**config.mk**
```make
export PLATFORM = sky130hd
export DESIGN_NAME = urv_writeback
export DESIGN_NICKNAME = d
export VERILOG_FILES = /design/src/rtl/urv_writeback.sv
export SDC_FILE = /design/constraint.sdc
export NUM_CORES = 1
export LEC_CHECK = 0
export BUFFER_PORTS_ARGS = -buffer_cell sky130_fd_sc_hd__buf_2
export CAP_MARGIN = 20
export CORE_MARGIN = 10
export CORE_UTILIZATION = 45
export CTS_BUF_LIST = sky130_fd_sc_hd__clkbuf_4 sky130_fd_sc_hd__clkbuf_8 sky130_fd_sc_hd__clkbuf_16
export CTS_CLUSTER_SIZE = 40
export DETAILED_ROUTE_END_ITERATION = 10
export GPL_ROUTABILITY_DRIVEN = 0
export HOLD_SLACK_MARGIN = 0.12
export PLACE_DENSITY = 0.79
export RECOVER_POWER = 50
export SYNTH_ARGS = -nofsm -noshare
export SYNTH_HDL_FRONTEND = slang
export SYNTH_SLANG_ARGS = --single-unit
```
**constraint.sdc**
```tcl
create_clock -name clk_i -period 5.4 [get_ports clk_i]
set_input_delay 0.27 -clock clk_i [delete_from_list [all_inputs] [get_ports clk_i]]
set_output_delay 0.27 -clock clk_i [all_outputs]
set_load 0.005 [all_outputs]
```
**src/rtl/urv_writeback.sv**
```systemverilog
// urv_writeback: final pipeline stage of uRV. Registers the retiring
// instruction, selects and aligns its result, drives the register-file
// write port, stalls on outstanding loads (with a timeout) and provides
// the two-level bypass needed by the synchronous-read register file.
module urv_writeback #(
  parameter int LOAD_TIMEOUT = 255
) (
  input  logic        clk_i,
  input  logic        rst_n_i,
  input  logic        x_valid_i,
  input  logic [4:0]  x_rd_i,
  input  logic        x_rd_write_i,
  input  logic [1:0]  x_rd_source_i,
  input  logic [31:0] x_rd_value_i,
  input  logic [2:0]  x_fun_i,
  input  logic [1:0]  x_dm_addr_lsb_i,
  input  logic [31:0] mult_result_i,
  input  logic [31:0] dm_data_l_i,
  input  logic        dm_load_done_i,
  output logic        w_stall_req_o,
  output logic        w_load_err_o,
  output logic [4:0]  rf_rd_o,
  output logic [31:0] rf_rd_value_o,
  output logic        rf_rd_write_o,
  output logic [4:0]  w_bypass_rd_o,
  output logic [31:0] w_bypass_value_o,
  output logic        w_bypass_write_o,
  output logic [4:0]  w_bypass_last_rd_o,
  output logic [31:0] w_bypass_last_value_o,
  output logic        w_bypass_last_write_o
);

  localparam logic [1:0] SRC_MULT    = 2'd1;
  localparam logic [1:0] SRC_LOAD    = 2'd2;
  localparam logic [7:0] TIMEOUT_CNT = 8'(LOAD_TIMEOUT);

  typedef enum logic [0:0] {ST_IDLE, ST_WAIT} state_t;

  // Byte/halfword extraction with sign or zero extension; unknown funct3
  // values fall back to the full word.
  function automatic logic [31:0] align_load(input logic [31:0] word,
                                             input logic [2:0]  fun,
                                             input logic [1:0]  lsb);
    logic [7:0]  b;
    logic [15:0] h;
    case (lsb)
      2'd0:    b = word[7:0];
      2'd1:    b = word[15:8];
      2'd2:    b = word[23:16];
      default: b = word[31:24];
    endcase
    h = lsb[1] ? word[31:16] : word[15:0];
    case (fun)
      3'b000:  align_load = {{24{b[7]}}, b};
      3'b001:  align_load = {{16{h[15]}}, h};
      3'b100:  align_load = {24'd0, b};
      3'b101:  align_load = {16'd0, h};
      default: align_load = word;
    endcase
  endfunction

  logic        w_valid;
  logic [4:0]  w_rd;
  logic        w_write;
  logic [1:0]  w_source;
  logic [2:0]  w_fun;
  logic [1:0]  w_lsb;
  logic [31:0] w_alu_value;

  state_t      state, state_next;
  logic [7:0]  cnt, cnt_next;

  logic        last_write;
  logic [4:0]  last_rd;
  logic [31:0] last_value;

  logic        is_load;
  logic        timeout;
  logic        stall;
  logic        abort;
  logic [31:0] result;
  logic        rf_write;

  assign is_load = w_valid && (w_source == SRC_LOAD);
  assign timeout = (state == ST_WAIT) && (cnt == TIMEOUT_CNT);
  assign stall   = is_load && !dm_load_done_i && !timeout;
  assign abort   = is_load && !dm_load_done_i && timeout;

  // Result source selection; reserved source 3 behaves like the ALU.
  always_comb begin
    result = w_alu_value;
    case (w_source)
      SRC_MULT: result = mult_result_i;
      SRC_LOAD: result = align_load(dm_data_l_i, w_fun, w_lsb);
      default:  result = w_alu_value;
    endcase
  end

  assign rf_write = w_valid && w_write && (w_rd != 5'd0) && !stall && !abort;

  // W register: captures the X instruction whenever W is not stalled.
  // Fields only update for valid instructions so idle cycles keep the
  // write port quiet.
  always_ff @(posedge clk_i or negedge rst_n_i) begin
    if (!rst_n_i) begin
      w_valid     <= 1'b0;
      w_rd        <= 5'd0;
      w_write     <= 1'b0;
      w_source    <= 2'd0;
      w_fun       <= 3'd0;
      w_lsb       <= 2'd0;
      w_alu_value <= 32'd0;
    end else if (!stall) begin
      w_valid <= x_valid_i;
      if (x_valid_i) begin
        w_rd        <= x_rd_i;
        w_write     <= x_rd_write_i;
        w_source    <= x_rd_source_i;
        w_fun       <= x_fun_i;
        w_lsb       <= x_dm_addr_lsb_i;
        w_alu_value <= x_rd_value_i;
      end
    end
  end

  // Load-wait FSM state and wait counter registers.
  always_ff @(posedge clk_i or negedge rst_n_i) begin
    if (!rst_n_i) begin
      state <= ST_IDLE;
      cnt   <= 8'd0;
    end else begin
      state <= state_next;
      cnt   <= cnt_next;
    end
  end

  // Next-state logic; the counter holds the number of stall cycles
  // already spent on the current load, so it reaches LOAD_TIMEOUT on
  // the cycle after the last allowed stall.
  always_comb begin
    state_next = state;
    cnt_next   = cnt;
    case (state)
      ST_IDLE: begin
        cnt_next = 8'd0;
        if (stall) begin
          state_next = ST_WAIT;
          cnt_next   = 8'd1;
        end
      end
      default: begin
        if (dm_load_done_i || timeout) begin
          state_next = ST_IDLE;
          cnt_next   = 8'd0;
        end else begin
          cnt_next = cnt + 8'd1;
        end
      end
    endcase
  end

  // Last-written result, taken from the rf port every cycle.
  always_ff @(posedge clk_i or negedge rst_n_i) begin
    if (!rst_n_i) begin
      last_write <= 1'b0;
      last_rd    <= 5'd0;
      last_value <= 32'd0;
    end else begin
      last_write <= rf_write;
      last_rd    <= w_rd;
      last_value <= result;
    end
  end

  assign w_stall_req_o         = stall;
  assign w_load_err_o          = abort;
  assign rf_rd_o               = w_rd;
  assign rf_rd_value_o         = result;
  assign rf_rd_write_o         = rf_write;
  assign w_bypass_rd_o         = w_rd;
  assign w_bypass_value_o      = result;
  assign w_bypass_write_o      = rf_write;
  assign w_bypass_last_rd_o    = last_rd;
  assign w_bypass_last_value_o = last_value;
  assign w_bypass_last_write_o = last_write;

endmodule
```
# Word level (Yosys, flattened, before mapping)

Cells that the tools add are included.

Add/subtract/negate cells: 1
Muxes and demuxes: 10
Bitwise operators: 1
Reductions and logical operators: 18
Equality and inequality tests: 8

Operators by type and width:

| kind                                                            | count |
|---|---|
| 32-bit case mux with 4 select lines                             | 1 |
| 32-bit case mux with 2 select lines                             | 1 |
| 8-bit case mux with 3 select lines                              | 1 |
| 16-bit 2-to-1 mux                                               | 1 |
| 8-bit 2-to-1 mux                                                | 2 |
| 1-bit logical AND                                               | 9 |
| 8-bit by 1-bit adder with 8-bit output, second input constant   | 1 |
| 8-bit == test, second input constant                            | 1 |
| 3-bit == test, second input constant                            | 2 |
| 5-bit nonzero test                                              | 1 |
| 2-bit by 1-bit == test with 1-bit output, second input constant | 2 |
| 2-bit == test, second input constant                            | 2 |
| 1-bit zero test                                                 | 4 |
| 1-bit 2-to-1 mux                                                | 4 |
| 3-bit by 1-bit == test with 1-bit output, second input constant | 1 |
| 3-bit zero test                                                 | 1 |
| 2-bit zero test                                                 | 1 |
| 2-bit AND reduction                                             | 1 |
| 1-bit logical OR                                                | 1 |
| 1-bit inverter                                                  | 1 |

Output and inout port bits: 116
Logic and storage cells: 50
Input bits: 113
Bits in registers: 93

# Depth between registers and ports, before layout

Gate-level depths: netlist of the first run.

Depth in word-level cells: 7
Gate-level depth with buffers: 11
Depth with buffers taken out: 6

# Worst setup path after synthesis of the first run

OpenSTA, ideal clock, no wires.

Path kind: reg2out
Start: register w_source[0]
End: output w_bypass_value_o[27]
Buffers on the path: 5
Cell stages (with the launch flop): 12
Data arrival time: 1.942 ns
Slack: 3.188 ns
Data required time: 5.130 ns
Path through: dfrtp_1 inv_1 ha_1 buf_2 nor2b_1 buf_2 and2_0 clkbuf_1 buf_2 a221oi_1 nand2_1 buf_4

Longest elaborated chain between the ends: 2

RTL lines:

| item                                                                             | RTL line | source |
|---|---|---|
| from (decl)                                                                      | 65       | `logic [1:0] w_source;` |
| from (signal assigned)                                                           | 118      | `w_source <= x_rd_source_i;` |
| 2-bit == test / 2-bit by 1-bit == test with 1-bit output (equally long branches) | 92       | `case (w_source)` |
| 32-bit case mux with 2 select lines *                                            | 92       |  |
| to (decl)                                                                        | 26       | `output logic [31:0] w_bypass_value_o,` |

Mark *: on every way between the ends. The rest lies on a longest branch, timed or not.

# Worst setup path in the final report of the first run

Start: register w_source[0]
End: output w_bypass_value_o[24]

The elaborated chain is that of the path after synthesis.

==> results.toml, run 1 <==
[global_routing]
globalRouteOverflowTotal = 0
pin_count_of_the_biggest_net_entering_global_routing = 62
vias_in_the_first_global_route = 4087
overall_fraction_of_global_route_tracks_in_use = 0.195
wire_length_of_the_first_global_routing_pass_um = 22300
antenna_found_initial = 2

[clock_network]
insertion_delay_to_the_later_sink_of_the_worst_skew_pair_ns = 0.37
ctsRootBufferMaster = "sky130_fd_sc_hd__clkbuf_8"
tritoncts = "built"
cts_htree_levels = 3
clock-sinks = 93
post-cts-setup-buffers = 0
cts_buffers = 9
clk_pin_slew_ns = 0.10
cts_buffer_depth = 2

[pwr]
power-per-cell-area_nw_per_um2 = 339
totalPowerFinal_mw = 2.01
max-vdd-ir-drop_mv = 0.167
leakage_nw = 2.88

[timing]
fmax_ghz = 0.236
clock-skew-final_ns = 0.0134
report.final.setup_viol = 0
setup-tns-final_ns = 0
hold_viol = 0
setup_repair_after_global_routing_missed_its_margin = "false"
tightest_slew_ns = 2.28
hold-worst-slack_ns = 0.135
drv_slew = 105
finalCritPeriodShare = 0.784
fin_crit_ns = 4.23
max_slew_margin_vs_limit = -0.523

[logic_synthesis]
ys_async_sr_fraction = 1.00
synth_seq_cells = 93
synth_area_um2 = 4580
synth.area.mux_share = 0.151
top_flip_flop_cell_by_instance_count_after_synthesis = "sky130_fd_sc_hd__dfrtp_1"
seq_area_frac_synth = 0.508
synth_cell_type_count = 41
postSynthCellCount = 416
avgSynthCellArea_um2 = 11.0
basic_gate_share_of_the_synthesized_area_counting_and_or_nand_and_nor_cells = 0.116
yosys.area_share.adder = 0.00820
synth_edf_count = 0
synthesis.yosys.warnings = 0
synth.net_count = 532
post_synth_xor_area_fraction = 0.00765
main_combinational_cell_family_by_area_after_synthesis = "multiplexers"
synth-compound-area-share = 0.110

[cells_and_area]
area_growth_syn_to_layout_pct = 29.0
fraction_of_layout_cells_with_a_size_suffix_above_1 = 0.411
instances_no_fill = 760
final_net_count = 737
post-route-util = 0.599

[setup_path]
start_kind = "flip-flop"
crit_path_max_fanout = 61
setup.worst_path.class = "flip-flop to output pin"
critPathCaptureType = "output pin"
critPathArrivalTime_ns = 3.96
critPathRequiredTime_ns = 5.13

[die]
die_w_um = 121
placeableCoreArea_um2 = 9860
placement_rows = 36
dieArea_um2 = 14600
die_y_um = 121
pin_count = 229
effective_utilization_at_floorplan = 0.464

[placed_design]
number_of_buffers_inserted_by_port_buffering = 228
dp_hpwl_um = 11400
post-place-cells = 719

[status]
violations = "capacitance limit, slew limit"
status = "finished with violations"

[routing]
route.vias.total = 4021
route.final.wire_length_um = 14800
post_drt_via_cell_ratio = 5.29
drtPass1Iterations = 6
ant_nets = 0
drc = 0
drt_iter0_markers = 403
detail_route.wl_per_cell_um = 19.5

[run]
cap_viol_max_count = 2

[min_path]
holdCritPathClass = "input pin to flip-flop"
[layout by cell type (no fill, tap or decap), types with 3 or more instances in the layout]
master                          Yosys  layout
sky130_fd_sc_hd__nor2_1            32      32
sky130_fd_sc_hd__clkbuf_1          12      44
sky130_fd_sc_hd__o21ai_0            9       9
sky130_fd_sc_hd__xor2_1             3       3
sky130_fd_sc_hd__o221ai_1          13      13
sky130_fd_sc_hd__buf_2              4     184
sky130_fd_sc_hd__a221o_1            3       3
sky130_fd_sc_hd__nor2b_1            9       9
sky130_fd_sc_hd__o211ai_1           6       6
sky130_fd_sc_hd__a222oi_1           5       5
sky130_fd_sc_hd__nand3_1            5       5
sky130_fd_sc_hd__nand2_1           58      58
sky130_fd_sc_hd__nand2b_1           3       3
sky130_fd_sc_hd__mux2i_1           13      13
sky130_fd_sc_hd__clkbuf_8           3       9
sky130_fd_sc_hd__inv_1              6       6
sky130_fd_sc_hd__mux2_2            48      48
sky130_fd_sc_hd__dlygate4sd3_1      0      23
sky130_fd_sc_hd__a221oi_1          11      11
sky130_fd_sc_hd__ha_1               3       3
sky130_fd_sc_hd__a21oi_1           14      14
sky130_fd_sc_hd__dfrtp_1           93      93
[metrics by stage]
stage	setup WS, ns	cell area [um^2]
floorplan	3.19	4580
global placement	2.25	5480
detailed placement	2.10	5480
CTS	1.67	5920
global route	0.819	5900
finish	1.17	5910
[synth_stat cells, types with 2 or more instances]
cell type | instances | share of area
sky130_fd_sc_hd__dfrtp_1 | 93 | 0.51
sky130_fd_sc_hd__nand2_1 | 58 | 0.048
sky130_fd_sc_hd__mux2_2 | 48 | 0.12
sky130_fd_sc_hd__buf_4 | 38 | 0.062
sky130_fd_sc_hd__nor2_1 | 32 | 0.026
sky130_fd_sc_hd__a21oi_1 | 14 | 0.015
sky130_fd_sc_hd__mux2i_1 | 13 | 0.028
sky130_fd_sc_hd__o221ai_1 | 13 | 0.025
sky130_fd_sc_hd__clkbuf_1 | 12 | 0.0098
sky130_fd_sc_hd__a221oi_1 | 11 | 0.021
sky130_fd_sc_hd__nor2b_1 | 9 | 0.012
sky130_fd_sc_hd__o21ai_0 | 9 | 0.0098
sky130_fd_sc_hd__inv_1 | 6 | 0.0049
sky130_fd_sc_hd__o211ai_1 | 6 | 0.0098
sky130_fd_sc_hd__a222oi_1 | 5 | 0.011
sky130_fd_sc_hd__nand3_1 | 5 | 0.0055
sky130_fd_sc_hd__buf_2 | 4 | 0.0044
sky130_fd_sc_hd__a221o_1 | 3 | 0.0066
sky130_fd_sc_hd__buf_6 | 3 | 0.0074
sky130_fd_sc_hd__clkbuf_8 | 3 | 0.0090
sky130_fd_sc_hd__ha_1 | 3 | 0.0082
sky130_fd_sc_hd__nand2b_1 | 3 | 0.0041
sky130_fd_sc_hd__xor2_1 | 3 | 0.0057
sky130_fd_sc_hd__nand3b_1 | 2 | 0.0033
sky130_fd_sc_hd__nand4_1 | 2 | 0.0027
sky130_fd_sc_hd__nor3_1 | 2 | 0.0022
sky130_fd_sc_hd__or3_1 | 2 | 0.0027
[final timing paths]
check,cells after the start,from,end,slack (ns)
max in group asynchronous,3,rst_n_i,w_alu_value[20],2.03
worst max-delay path,8,w_source[0],w_bypass_value_o[24],1.17
worst max register to register,7,w_source[0],w_bypass_last_value_o[24],1.83
worst min register to register,0,rf_rd_o[0],w_bypass_last_rd_o[0],0.45
min in group asynchronous,2,rst_n_i,cnt[1],1.12
worst min-delay path,2,x_rd_value_i[7],w_alu_value[7],0.13
[where the power goes]
group	switching (mW)	internal (mW)
clock	0.257	0.270
sequential	0.0581	0.808
combinational	0.330	0.283
total	0.645	1.36
[flip-flops by register name, summed over array words and instances (netlist names)]
signal	flops
w_valid	1
w_alu_value	32
w_source	2
w_bypass_last_rd_o	5
rf_rd_o	5
w_lsb	2
w_bypass_last_value_o	32
cnt	8
w_bypass_last_write_o	1
w_write	1
w_fun	3
state	1
[critical path: stages, from the launching register on]
cell and delay (ns):
sky130_fd_sc_hd__dfrtp_1 0.38, sky130_fd_sc_hd__inv_1 0.05, sky130_fd_sc_hd__ha_1 1.47, sky130_fd_sc_hd__nor2b_1 0.09, sky130_fd_sc_hd__buf_4 0.27, sky130_fd_sc_hd__and2_0 0.53, sky130_fd_sc_hd__a222oi_1 0.46, sky130_fd_sc_hd__nand2_1 0.14
sky130_fd_sc_hd__buf_2 0.18
[area by class of cell]
class	count	area, um^2
Fill cell	840	3960
Sequential cell	93	2330
Multi-Input combinational cell	256	1800
Timing Repair Buffer	255	1360
Tap cell	133	166
Clock buffer	10	131
Clock inverter	6	93.8
Inverter	6	22.5
Antenna cell	1	2.50
[metal layers]
| metal | part of all wire | GRT usage | vias to the layer above |
|---|---|---|---|
| li1 | - | - | 1840 |
| met1 | 0.37 | 0.213 | 1956 |
| met2 | 0.51 | 0.339 | 193 |
| met3 | 0.091 | 0.0563 | 28 |
| met4 | 0.027 | 0.0920 | 4 |
| met5 | 0.0020 | 0 | - |
[logic make-up after synthesis]
logic type / after synthesis
AO/OA/AOI/OAI: 66
XOR/XNOR: 4
adder cells (fa/ha/maj): 3
buffers and inverters: 67
flip-flops: 93
multiplexers: 62
AND/OR/NAND/NOR: 121
[repair_timing]
| action | in CTS | in global routing |
|---|---|---|
| hold buffers | 21 | 2 |
| hold endpoints to repair | 61 | 2 |
| resized for setup | 0 | 0 |
Power figures use the tool's default switching activity.
==> inputs of run 2 (changes only) <==
Clock period 5.4 ns to 3.97 ns, I/O delays scaled along.
==> results.toml, run 2 (synthesis gave the netlist of run 1 again) <==
[clock_network]
cts_buffer_depth = 2
clock-sinks = 93
post_cts_resize_count = 0
tritoncts = "built"
clk_pin_slew_ns = 0.09
insertion_delay_to_the_later_sink_of_the_worst_skew_pair_ns = 0.36
cts_buffers = 9
ctsRootBufferMaster = "sky130_fd_sc_hd__clkbuf_8"
cts_htree_levels = 3

[global_routing]
globalRouteOverflowTotal = 0
antenna_found_initial = 1
wire_length_of_the_first_global_routing_pass_um = 23800
pin_count_of_the_biggest_net_entering_global_routing = 63
overall_fraction_of_global_route_tracks_in_use = 0.204
vias_in_the_first_global_route = 4344

[setup_path]
crit_path_max_fanout = 28
crit_path_cell_trace = "inv_1, ha_2, nor2b_1, buf_4, and2_0, a222oi_1, nand2_1, buf_2"
r2r_cells = 7
critPathCaptureType = "output pin"
cpPeakStageDelay_ns = 0.62
buffering_stage_count_on_the_worst_path_with_inverters_included = 3
critical-path-top-delay-family = "simple AND/OR/NAND/NOR gates"
critPathArrivalTime_ns = 3.06
start_kind = "flip-flop"
critPathRequiredTime_ns = 3.77
number_of_stages_on_the_worst_setup_path = 8
timing.critical_path.slowest_stage_cell = "sky130_fd_sc_hd__ha_2"
setup.worst_path.class = "flip-flop to output pin"

[die]
die_y_um = 121
pin_count = 229
placement_rows = 36
placeableCoreArea_um2 = 9860
effective_utilization_at_floorplan = 0.464
die_w_um = 121
dieArea_um2 = 14600

[routing]
drtPass1Iterations = 5
ant_nets = 0
drt_iter0_markers = 298
post_drt_via_cell_ratio = 5.19
route.final.wire_length_um = 15600
detail_route.wl_per_cell_um = 19.8
route.vias.total = 4100
drc = 0

[cells_and_area]
area_growth_syn_to_layout_pct = 35.1
final_net_count = 767
layout.cells.most_common = "sky130_fd_sc_hd__buf_2"
instances_no_fill = 790
fill_cell_instance_count_of_the_final_layout = 836
most-common-layout-cells = "sky130_fd_sc_hd__buf_2 (184), sky130_fd_sc_hd__dfrtp_1 (93), sky130_fd_sc_hd__nand2_1 (58)"
fraction_of_layout_cells_with_a_size_suffix_above_1 = 0.395

[min_path]
holdCritPathClass = "input pin to flip-flop"
worst_hold_path.num_cells = 3

[placed_design]
dp_hpwl_um = 11700
number_of_buffers_inserted_by_port_buffering = 228
post-place-cells = 720

[status]
violations = "capacitance limit, slew limit"
status = "finished with violations"

[timing]
finalCritPeriodShare = 0.821
setup-tns-final_ns = 0
report.final.setup_viol = 0
tightest_slew_ns = 1.81
hold_viol = 0
drv_slew = 96
clock-skew-final_ns = 0.0116
max_slew_margin_vs_limit = -0.208
fmax_ghz = 0.307
fin_crit_ns = 3.26
setup_repair_after_global_routing_missed_its_margin = "false"

[pwr]
power-per-cell-area_nw_per_um2 = 437
leakage_nw = 2.99
max-vdd-ir-drop_mv = 0.214

[run]
cap_viol_max_count = 2
## run 2: cell count changes in the layout (fill, tap and decap cells not counted), sizes merged
| cell | before | now |
|---|---|---|
| buf | 187 | 189 |
| clkinvlp | 1 | 2 |
| clkbuf | 55 | 54 |
| clkinv | 1 | 2 |
| dlygate4sd3 | 23 | 52 |
| inv | 8 | 7 |
| bufinv | 2 | 1 |
## run 2: routing by layer
layer,track usage,part of all wire,vias to the layer above
li1,-,-,1895
met1,0.238,0.38,1982
met2,0.355,0.52,197
met3,0.0489,0.082,26
met4,0.0777,0.021,0
met5,0,0,-
## run 2: area by class of cell
type	count	area [um^2]	share of cell area
Antenna cell	1	2.50	0.000405
Clock buffer	10	138	0.0223
Clock inverter	6	71.3	0.0115
Inverter	6	22.5	0.00364
Multi-Input combinational cell	256	1800	0.291
Sequential cell	93	2330	0.376
Tap cell	133	166	0.0269
Timing Repair Buffer	285	1650	0.268
## run 2: worst reg2reg max path, stage by stage (launching register included)
cell and delay (ns):
sky130_fd_sc_hd__dfrtp_1 0.38, sky130_fd_sc_hd__inv_1 0.05, sky130_fd_sc_hd__ha_2 0.62, sky130_fd_sc_hd__nor2b_1 0.09, sky130_fd_sc_hd__buf_4 0.22, sky130_fd_sc_hd__and2_0 0.53
sky130_fd_sc_hd__a222oi_1 0.48, sky130_fd_sc_hd__nand2_1 0.16
## run 2: metrics by stage
| step | worst slack [ns] | utilization | instance area (um^2) | hold slack (ns) | total power, mW |
|---|---|---|---|---|---|
| final | 0.711 | 0.627 | 6180 | 0.139 | 2.70 |
| after global routing | 0.372 | 0.627 | 6180 | 0.145 | 2.86 |
| after CTS | 0.694 | 0.631 | 6220 | 0.123 | 2.75 |
| after detailed placement | 1.11 | 0.557 | 5490 | 0.327 | 2.05 |
| after global placement | 1.24 | 0.557 | 5490 | 0.316 | 2.03 |
| after floorplan | 1.83 | - | 4580 | -0.0971 | 1.71 |
## run 2: timing repair
item | in CTS | in global routing
hold endpoints to repair | 112 | 0
setup buffers | 0 | 0
hold buffers | 52 | 0
## run 2: final timing paths
| kind | slack (ns) | startpoint | end |
|---|---|---|---|
| worst max-delay path | 0.71 | w_source[0] | w_bypass_value_o[24] |
| worst min-delay path | 0.14 | dm_data_l_i[27] | w_bypass_last_value_o[27] |
| worst max register to register | 1.29 | w_source[0] | w_bypass_last_value_o[24] |
| worst min register to register | 0.45 | rf_rd_o[0] | w_bypass_last_rd_o[0] |
| max in group asynchronous | 0.86 | rst_n_i | w_bypass_last_value_o[20] |
| min in group asynchronous | 0.74 | rst_n_i | state |
## run 2: where the power goes
part | total (mW) | switching, mW | internal, mW
clock | 0.651 | 0.339 | 0.312
sequential | 1.18 | 0.0825 | 1.10
combinational | 0.867 | 0.463 | 0.405
